### src/rtl/pellet_tracker_if.sv
// Pellet position ROM bus: the tracker drives the index, the ROM answers with a pellet centre.
// Latency: Rom_X/Rom_Y belong to the Rom_addr presented one Clk earlier (registered ROM read).
// Backpressure: none; the ROM must answer every cycle, and the tracker issues one address per Clk.
interface pellet_tracker_if;
  logic [7:0] Rom_addr;
  logic [9:0] Rom_X;
  logic [9:0] Rom_Y;

  modport master (output Rom_addr, input Rom_X, input Rom_Y);
  modport slave  (input Rom_addr, output Rom_X, output Rom_Y);
endinterface

### src/rtl/pellet_tracker.sv
// Pellet map owner: once per frame, scans every pellet and clears the ones Pac-Man's box overlaps.
// Latency: the scan occupies NUM_PELLETS+1 Clk after the frame edge, then a one-Clk DONE; Eat_pulse trails its compare by 1 Clk.
// Backpressure: none; frame edges that arrive while a scan is in progress are dropped, not queued.
module pellet_tracker #(
  parameter int NUM_PELLETS = 241,
  parameter int PELLET_SIZE = 2,
  parameter int POINTS      = 10
) (
  input  logic                   Clk,
  input  logic                   Reset,
  input  logic                   frame_clk,
  input  logic                   Restart,
  input  logic [9:0]             X_pac,
  input  logic [9:0]             Y_pac,
  input  logic [9:0]             Size_pac,
  pellet_tracker_if.master       rom,
  output logic [NUM_PELLETS-1:0] Not_ate,
  output logic [15:0]            Score,
  output logic [8:0]             Remaining,
  output logic                   Busy,
  output logic                   Eat_pulse,
  output logic                   Scan_done
);

  typedef enum logic [1:0] {IDLE, SCAN, DONE} state_t;

  localparam logic [7:0] LAST_ADDR = 8'(NUM_PELLETS - 1);
  // scan_cnt reaches this value in the cycle that compares the last pellet
  localparam logic [8:0] LAST_CNT  = 9'(NUM_PELLETS);
  localparam logic [8:0] FULL_CNT  = 9'(NUM_PELLETS);
  localparam logic [9:0] PEL_SZ    = 10'(PELLET_SIZE);

  state_t                 state_q, state_d;
  logic                   frame_clk_q, frame_clk_d;
  logic [9:0]             x_snap_q, x_snap_d;
  logic [9:0]             y_snap_q, y_snap_d;
  logic [9:0]             size_snap_q, size_snap_d;
  logic [7:0]             rom_addr_q, rom_addr_d;
  logic [8:0]             scan_cnt_q, scan_cnt_d;
  logic [NUM_PELLETS-1:0] not_ate_q, not_ate_d;
  logic [15:0]            score_q, score_d;
  logic [8:0]             remaining_q, remaining_d;
  logic                   busy_q, busy_d;
  logic                   eat_pulse_q, eat_pulse_d;
  logic                   scan_done_q, scan_done_d;

  logic                   edge_det;
  logic [9:0]             pac_left, pac_right, pac_top, pac_bottom;
  logic [9:0]             pel_left, pel_right, pel_top, pel_bottom;
  logic                   overlap;
  logic [7:0]             cmp_idx;
  logic                   eat;
  logic [16:0]            score_sum;

  // Box geometry and eat decision for the pellet whose ROM data is on the bus this cycle
  always_comb begin
    edge_det   = frame_clk & ~frame_clk_q;
    // 10-bit wrapping arithmetic, identical to the collision stage downstream
    pac_left   = x_snap_q - size_snap_q;
    pac_right  = x_snap_q + size_snap_q;
    pac_top    = y_snap_q - size_snap_q;
    pac_bottom = y_snap_q + size_snap_q;
    pel_left   = rom.Rom_X - PEL_SZ;
    pel_right  = rom.Rom_X + PEL_SZ;
    pel_top    = rom.Rom_Y - PEL_SZ;
    pel_bottom = rom.Rom_Y + PEL_SZ;
    overlap    = !((pac_left > pel_right) || (pac_top > pel_bottom) ||
                   (pac_right < pel_left) || (pac_bottom < pel_top));
    // scan_cnt counts SCAN cycles; ROM data lags the address by one, so it names pellet cnt-1
    cmp_idx    = 8'(scan_cnt_q - 9'd1);
    eat        = (state_q == SCAN) && (scan_cnt_q != 9'd0) && overlap &&
                 not_ate_q[cmp_idx] && (remaining_q != 9'd0);
    score_sum  = {1'b0, score_q} + 17'(POINTS);
  end

  // Next-state and next-output computation for the scan FSM; Restart overrides everything
  always_comb begin
    state_d     = state_q;
    frame_clk_d = frame_clk;
    x_snap_d    = x_snap_q;
    y_snap_d    = y_snap_q;
    size_snap_d = size_snap_q;
    rom_addr_d  = rom_addr_q;
    scan_cnt_d  = scan_cnt_q;
    not_ate_d   = not_ate_q;
    score_d     = score_q;
    remaining_d = remaining_q;
    busy_d      = busy_q;
    eat_pulse_d = 1'b0;
    scan_done_d = 1'b0;

    case (state_q)
      IDLE: begin
        if (edge_det) begin
          x_snap_d    = X_pac;
          y_snap_d    = Y_pac;
          size_snap_d = Size_pac;
          rom_addr_d  = 8'd0;
          scan_cnt_d  = 9'd0;
          busy_d      = 1'b1;
          state_d     = SCAN;
        end
      end
      SCAN: begin
        if (rom_addr_q < LAST_ADDR) begin
          rom_addr_d = rom_addr_q + 8'd1;
        end
        scan_cnt_d = scan_cnt_q + 9'd1;
        if (eat) begin
          not_ate_d[cmp_idx] = 1'b0;
          remaining_d        = remaining_q - 9'd1;
          score_d            = score_sum[16] ? 16'hFFFF : score_sum[15:0];
          eat_pulse_d        = 1'b1;
        end
        if (scan_cnt_q == LAST_CNT) begin
          busy_d      = 1'b0;
          scan_done_d = 1'b1;
          state_d     = DONE;
        end
      end
      DONE: begin
        rom_addr_d = 8'd0;
        state_d    = IDLE;
      end
      default: begin
        state_d = IDLE;
      end
    endcase

    if (Restart) begin
      state_d     = IDLE;
      rom_addr_d  = 8'd0;
      scan_cnt_d  = 9'd0;
      not_ate_d   = '1;
      score_d     = 16'd0;
      remaining_d = FULL_CNT;
      busy_d      = 1'b0;
      eat_pulse_d = 1'b0;
      scan_done_d = 1'b0;
    end
  end

  // State and output registers with asynchronous active-high reset
  always_ff @(posedge Clk or posedge Reset) begin
    if (Reset) begin
      state_q     <= IDLE;
      frame_clk_q <= 1'b0;
      x_snap_q    <= 10'd0;
      y_snap_q    <= 10'd0;
      size_snap_q <= 10'd0;
      rom_addr_q  <= 8'd0;
      scan_cnt_q  <= 9'd0;
      not_ate_q   <= '1;
      score_q     <= 16'd0;
      remaining_q <= FULL_CNT;
      busy_q      <= 1'b0;
      eat_pulse_q <= 1'b0;
      scan_done_q <= 1'b0;
    end else begin
      state_q     <= state_d;
      frame_clk_q <= frame_clk_d;
      x_snap_q    <= x_snap_d;
      y_snap_q    <= y_snap_d;
      size_snap_q <= size_snap_d;
      rom_addr_q  <= rom_addr_d;
      scan_cnt_q  <= scan_cnt_d;
      not_ate_q   <= not_ate_d;
      score_q     <= score_d;
      remaining_q <= remaining_d;
      busy_q      <= busy_d;
      eat_pulse_q <= eat_pulse_d;
      scan_done_q <= scan_done_d;
    end
  end

  assign rom.Rom_addr = rom_addr_q;
  assign Not_ate      = not_ate_q;
  assign Score        = score_q;
  assign Remaining    = remaining_q;
  assign Busy         = busy_q;
  assign Eat_pulse    = eat_pulse_q;
  assign Scan_done    = scan_done_q;

endmodule

### src/flat_wrapper.sv
// flat-port wrapper written by rule: the top's interface ports become plain ports
module pellet_tracker_flat 
#(
  parameter int NUM_PELLETS = 241,
  parameter int PELLET_SIZE = 2,
  parameter int POINTS      = 10
)
  (Clk, Reset, frame_clk, Restart, X_pac, Y_pac, Size_pac, Not_ate, Score, Remaining, Busy, Eat_pulse, Scan_done, rom_Rom_addr, rom_Rom_X, rom_Rom_Y);
  pellet_tracker_if rom_i ();
  input  logic Clk;
  input  logic Reset;
  input  logic frame_clk;
  input  logic Restart;
  input  logic [9:0] X_pac;
  input  logic [9:0] Y_pac;
  input  logic [9:0] Size_pac;
  output logic [NUM_PELLETS-1:0] Not_ate;
  output logic [15:0] Score;
  output logic [8:0] Remaining;
  output logic Busy;
  output logic Eat_pulse;
  output logic Scan_done;
  output wire logic [$bits(rom_i.Rom_addr)-1:0] rom_Rom_addr;
  input wire logic [$bits(rom_i.Rom_X)-1:0] rom_Rom_X;
  input wire logic [$bits(rom_i.Rom_Y)-1:0] rom_Rom_Y;
  assign rom_Rom_addr = rom_i.Rom_addr;
  assign rom_i.Rom_X = rom_Rom_X;
  assign rom_i.Rom_Y = rom_Rom_Y;
  pellet_tracker #(.NUM_PELLETS(NUM_PELLETS), .PELLET_SIZE(PELLET_SIZE), .POINTS(POINTS)) u_core (.Clk(Clk), .Reset(Reset), .frame_clk(frame_clk), .Restart(Restart), .X_pac(X_pac), .Y_pac(Y_pac), .Size_pac(Size_pac), .rom(rom_i), .Not_ate(Not_ate), .Score(Score), .Remaining(Remaining), .Busy(Busy), .Eat_pulse(Eat_pulse), .Scan_done(Scan_done));
endmodule
### config.mk
export PLATFORM = sky130hd
export DESIGN_NAME = pellet_tracker_flat
export DESIGN_NICKNAME = d
export VERILOG_FILES = /design/src/rtl/pellet_tracker_if.sv /design/src/rtl/pellet_tracker.sv /design/src/flat_wrapper.sv
export SDC_FILE = /design/constraint.sdc
export NUM_CORES = 1
export LEC_CHECK = 0
export ABC_CLOCK_PERIOD_IN_PS = 15200
export BUFFER_PORTS_ARGS = -buffer_cell sky130_fd_sc_hd__buf_2
export CORE_AREA = 2 2 218 220
export CTS_CLUSTER_SIZE = 14
export DETAILED_ROUTE_END_ITERATION = 8
export DIE_AREA = 0 0 220 222
export SYNTH_ARGS = -nofsm -noshare
export SYNTH_HDL_FRONTEND = slang
export SYNTH_SLANG_ARGS = --single-unit
### constraint.sdc
create_clock -name Clk -period 15.2 [get_ports Clk]
set_clock_uncertainty 0.2 [all_clocks]
set_input_delay 3.04 -clock Clk [delete_from_list [all_inputs] [get_ports Clk]]
set_output_delay 3.04 -clock Clk [all_outputs]
set_load 0.005 [all_outputs]
# Word-level counts from Yosys, hierarchy flattened

Index checks and enable logic that the tools add are counted.

Add/subtract/negate cells: 13
Bitwise gates (word level): 4
Eq/ne operators: 6
$lt $le $gt $ge: 7
Multiplexer cells: 35
Reductions and logical operators: 22

Operators by type and width:

| kind                  | number |
|---|---|
| $mux 241              | 3 |
| $and 241x241->241     | 1 |
| $not 241->241         | 1 |
| $mux 16               | 4 |
| $mux 9                | 5 |
| $mux 8                | 3 |
| $pmux 8 s3            | 1 |
| $add 10x10->10        | 2 |
| $add 10x2->10 const B | 2 |
| $gt 10x10->1          | 2 |
| $lt 10x10->1          | 2 |
| $sub 10x10->10        | 2 |
| $sub 10x2->10 const B | 2 |
| $pmux 9 s2            | 1 |
| $reduce_bool 9->1     | 2 |
| $add 16x4->17 const B | 1 |
| $mux 1                | 11 |
| $add 9x1->9 const B   | 1 |
| $eq 9x8->1 const B    | 1 |
| $lt 8x9->1 const B    | 1 |
| $sub 9x1->9 const B   | 1 |
| $add 8x1->8 const B   | 1 |
| $bmux 1 s8            | 1 |
| $demux 1 s8           | 1 |
| 21 further kinds      | 35 |

Output and inout port bits: 277
Bits in registers: 319
Input port bits: 54
Word-level logic and storage cells: 100

# Logic depth before layout (Yosys ltp)

Word-level depth: 12
Mapped depth: 23

# Least setup slack after synthesis

No wires, ideal clock.

Kind: input-to-reg
From: in rom_Rom_X[3]
To: reg u_core.not_ate_q[211], in the netlist u_core.Not_ate[211]
Setup slack: 8824 ps
Required time: 14920 ps
Cell stages on the path: 16
Arrival: 6096 ps
Cells stage by stage: clkbuf_1 -> and3_1 -> and2_1 -> nand4_1 -> xor2_1 -> ha_1 -> a21oi_1 -> o21ai_0 -> a2111oi_0 -> o21ai_0 -> a21oi_1 -> o2111ai_1 -> nand4b_4 -> or4_1 -> buf_2 -> o22a_1

Word-level cells in the longest chain between the ends: 11

Ends and longest elaborated chain:

| item                                   | line                  | RTL |
|---|---|---|
| start: declaration                     | flat_wrapper.sv:24    | `input wire logic [$bits(rom_i.Rom_X)-1:0] rom_Rom_X;` |
| $add 10x2->10                          | pellet_tracker.sv:64  | `pel_right = rom.Rom_X + PEL_SZ;` |
| $gt 10x10->1                           | pellet_tracker.sv:67  | `overlap = !((pac_left > pel_right) \|\| (pac_top > pel_bottom) \|\|` |
| $logic_or 1x1->1                       | pellet_tracker.sv:67  |  |
| $logic_or 1x1->1 (*)                   | pellet_tracker.sv:67  |  |
| $logic_or 1x1->1 (*)                   | pellet_tracker.sv:68  | `(pac_right < pel_left) \|\| (pac_bottom < pel_top));` |
| $logic_not 1->1 (*)                    | pellet_tracker.sv:67  |  |
| $logic_and 1x1->1 (*) (2 in series)    | pellet_tracker.sv:71  | `eat = (state_q == SCAN) && (scan_cnt_q != 9'd0) && overlap &&` |
| $logic_and 1x1->1 (*)                  | pellet_tracker.sv:72  | `not_ate_q[cmp_idx] && (remaining_q != 9'd0);` |
| $reduce_bool 2->1 (no source line) (*) | -                     |  |
| $reduce_and 2->1 (no source line) (*)  | -                     |  |
| end signal: assignment                 | pellet_tracker.sv:167 | `not_ate_q <= not_ate_d;` |
| end: declaration                       | pellet_tracker.sv:40  | `logic [NUM_PELLETS-1:0] not_ate_q, not_ate_d;` |

Mark *: on every way between the ends. The rest lies on a longest branch, timed or not.
A chain may end at the register's enable or synchronous reset.

# Final worst setup path

From: in rom_Rom_X[3]
To: reg u_core.not_ate_q[179], in the netlist u_core.Not_ate[179]

Same word-level chain as after synthesis.

==> flow_summary_export.csv <==
group,metric,value,unit
synth,yosysTopAreaCellShare,35.2,%
cells_and_area,nNetsFinal,2238,
routing,wl_met2,29.2,mm
cells_and_area,nFillCells,4379,
timing,clock.fmax,135,MHz
clock_network,root_buffer,"clkbuf_16",
timing,grt_setup_unrepaired,"no",
grt,antenna_found_initial,0,
routing,wl_met3,5.45,mm
synth,synth_fp_nets,1959,
synth,synth_edf_count,0,
synth,yosysSeqAreaShare,45.2,%
setup_path,reg2reg_from,"u_core.size_snap_q[1]",
routing,vias,15600,
placed_design,port_buffers,330,
setup_path,cp_num_cells,16,
cells_and_area,final_common_cell,"nor2_1",
setup_path,required,15.44,ns
routing,drt_wl_total,62.4,mm
die,die_w,220,um
timing,setup_violations,0,
clock_network,hold_buffers,0,
die,rows,79,
timing,slew_headroom,20.2,%
setup_path,cp-end-kind,"flip-flop",
setup_path,reg2reg_depth,22,
cells_and_area,antenna_cells,0,
timing,maxSlewViolCount,0,
placed_design,hpwl,44.6,mm
synth,synth_area_leaders,"dfstp_2 35%, dfrtp_1 10%, mux4_2 7.5%",
routing,drtPass1Iterations,6,
timing,finalHoldViolCount,0,
grt,grt_pass1_wl,94.9,mm
synth,synth.avg_cell_area,10.1,um2
die,core-area,46300,um2
worst_hold_path,hp-start,"u_core.Score[0]",
die,initial_core_util,39.7,%
setup_path,max_stage_delay,0.78,ns
synth,ys_ff_latch,319,
synth,synth_area,18300,um2
setup_path,crit_start,"rom_Rom_X[3]",
setup_path,start_kind,"input port",
cells_and_area,synthToLayoutAreaGrowth,18.4,%
grt,first_global_vias,15300,
die,pin_count,331,
die,die_h,222,um
cells_and_area,final_cell_mix,"331 x nor2_1, 329 x buf_2, 247 x a21oi_1",
cells_and_area,instances_no_fill,2724,
routing,top_layer_used,"met4",
pwr,leakagePower,0.00838,uW
synth,syn_inst,1809,
setup_path,path_class,"input port to flip-flop",
placed_design,dp.cells,2654,
die,dieArea,48800,um2
clock_network,worstSkewPairLatency,0.57,ns
synth,synth.largest_area_cell,"dfstp_2",
routing,ant_nets,0,
grt,grt_overflow_total,0,
grt,grt_max_degree,176,
worst_hold_path,holdCritPathClass,"flip-flop to flip-flop",
synth,ys_warn_count,0,
routing,drt_iter0_markers,1514,
pwr,ir_worst_vdd,0.0900,mV
setup_path,critPathBufInv,2,
worst_hold_path,hold_path_depth,1,
setup_path,worstPathCellList,"buf_2, and3_1, and2_1, nand4_1, xor2_1, ha_1, a21oi_1, o21ai_0, a2111oi_0, o21ai_0, a21oi_1, o2111ai_1, nand4b_4, nor4_4, buf_4, a31oi_1",
clock_network,cts.sinks,319,
clock_network,path_clk_slew,0.06,ns
cells_and_area,drive_gt1_share,36.3,%
pwr,powerDensity,117,nW/um2
clock_network,clockBufferDepth,3,
clock_network,htreeDepth,2,
timing,tightest_slew,1.19,ns
clock_network,cts_tree,"yes",
synth,async_flop_share,100,%
setup_path,ff2ff_setup_slack,8.32,ns
synth,synth.distinct_cells,80,
grt,grt_use_total,25.5,%
routing,routedWlPerCell,22.9,um
status,status,"finished clean",
routing,wl_met1,25.7,mm
routing,via_per_inst,5.73,
timing,period_share,48.7,%
setup_path,critical_path.top_delay_family,"compound AO/OA/AOI/OAI gates",
setup_path,cp_max_fo,36,
setup_path,cp_slowest_cell,"a2111oi_0",
clock_network,ctsResizeCount,0,
placed_design,globalplace.congestion,0.908,
run,cap_violations,0,
timing,setup_tns,0,ns
routing,drcViolationCount,0,
synth,ys.flop_type,"dfstp_2",
timing,min_period,7.40,ns
setup_path,cp.arrival,7.64,ns
clock_network,cts_buffers,39,
clock_network,post_cts_buffers,0,
==> layout make-up <==
cell class,instances,area [um2],area share [%]
timing repair buffer,345,1790,8.22
clock buffer,58,1170,5.38
multi-input combinational,1318,9300,42.8
inverter,65,251,1.16
sequential,319,8290,38.2
tap,607,759,3.50
clock inverter,12,156,0.720
==> cells in the mapped netlist, types with 5 or more instances <==
library cell    n
mux4_2         61
a31oi_1        27
a21o_1         11
o21bai_1        9
nand2b_1        9
or4_1           5
nor2_1        333
o32a_1         10
buf_6           9
a21oi_1       247
o21a_1         11
inv_1          64
and4_1          5
buf_4           6
clkbuf_1       49
buf_2          38
nand4_1        27
dfstp_2       246
nand2_1        72
o211ai_1        7
nor4_2          6
and2_1         13
a311oi_1        5
o22a_1         13
nor2b_1        23
xnor2_1        36
and3_1         19
mux2i_1        25
a22oi_1        10
nor3_1         26
dfrtp_1        73
buf_1           5
o21ai_0        38
mux2_2         31
o31ai_1        10
nor4_1          9
xor2_1         30
nand3_1        26
ha_1           92
==> report_power, final <==
| part | internal (uW) | leakage (uW) | switching [uW] | total, uW |
|---|---|---|---|---|
| combinational | 263 | 0.00420 | 421 | 684 |
| sequential | 874 | 0.00353 | 26.8 | 901 |
| clock | 584 | 0.000652 | 377 | 961 |
==> worst register-to-register path: cells and delay by family, from the launching register on <==
family / cells / cell delay (ns)
simple gates: 3 / 1.15
flops: 1 / 0.57
mux: 1 / 0.21
compound gates: 14 / 3.28
buf+inv: 2 / 0.67
fa+ha+maj: 2 / 0.71
==> logic make-up (layout without fill, tap and decap cells) <==
family	after synthesis	in the layout	share of synthesized area, %
AO/OA/AOI/OAI	437	437	14.3
XOR/XNOR	68	68	3.39
adder cells (fa/ha/maj)	96	96	6.71
buffers and inverters	172	480	4.27
flip-flops	319	319	45.2
multiplexers	119	119	10.9
AND/OR/NAND/NOR	598	598	15.2
==> per-layer routing <==
metal  global-route usage, %  up-vias
met5                       0        -
met4                    9.16        0
met3                    7.16      107
met2                    40.2      623
met1                    33.3     7861
li1                        -     7017
==> per-stage QoR <==
step / util [%] / hold WS [ns] / area, um2 / power (uW) / worst slack (ns)
floorplan: - / 0.281 / 18300 / 1410 / 3.54
global placement: 44.1 / 0.271 / 20400 / 1580 / 7.44
detailed placement: 44.1 / 0.278 / 20400 / 1590 / 7.33
CTS: 46.9 / 0.291 / 21700 / 2570 / 7.86
global route: 46.9 / 0.301 / 21700 / 2700 / 7.54
finish: 46.9 / 0.286 / 21700 / 2550 / 7.80
==> state kept, by name (all words and copies together) (netlist names) <==
signal / cells
u_core.Busy: 1
u_core.Eat_pulse: 1
u_core.Not_ate: 241
u_core.Remaining: 9
u_core.Scan_done: 1
u_core.Score: 16
u_core.frame_clk_q: 1
u_core.rom.Rom_addr: 8
u_core.scan_cnt_q: 9
u_core.size_snap_q: 10
u_core.state_q: 2
u_core.x_snap_q: 10
u_core.y_snap_q: 10
==> final timing paths <==
path                                       end
setup / recovery           u_core.Not_ate[179]
hold / removal                 u_core.Score[0]
setup reg to reg           u_core.Not_ate[179]
hold reg to reg                u_core.Score[0]
max in group asynchronous  u_core.Not_ate[183]
min in group asynchronous   u_core.y_snap_q[0]
No activity file was read; power rests on OpenSTA's default activity.
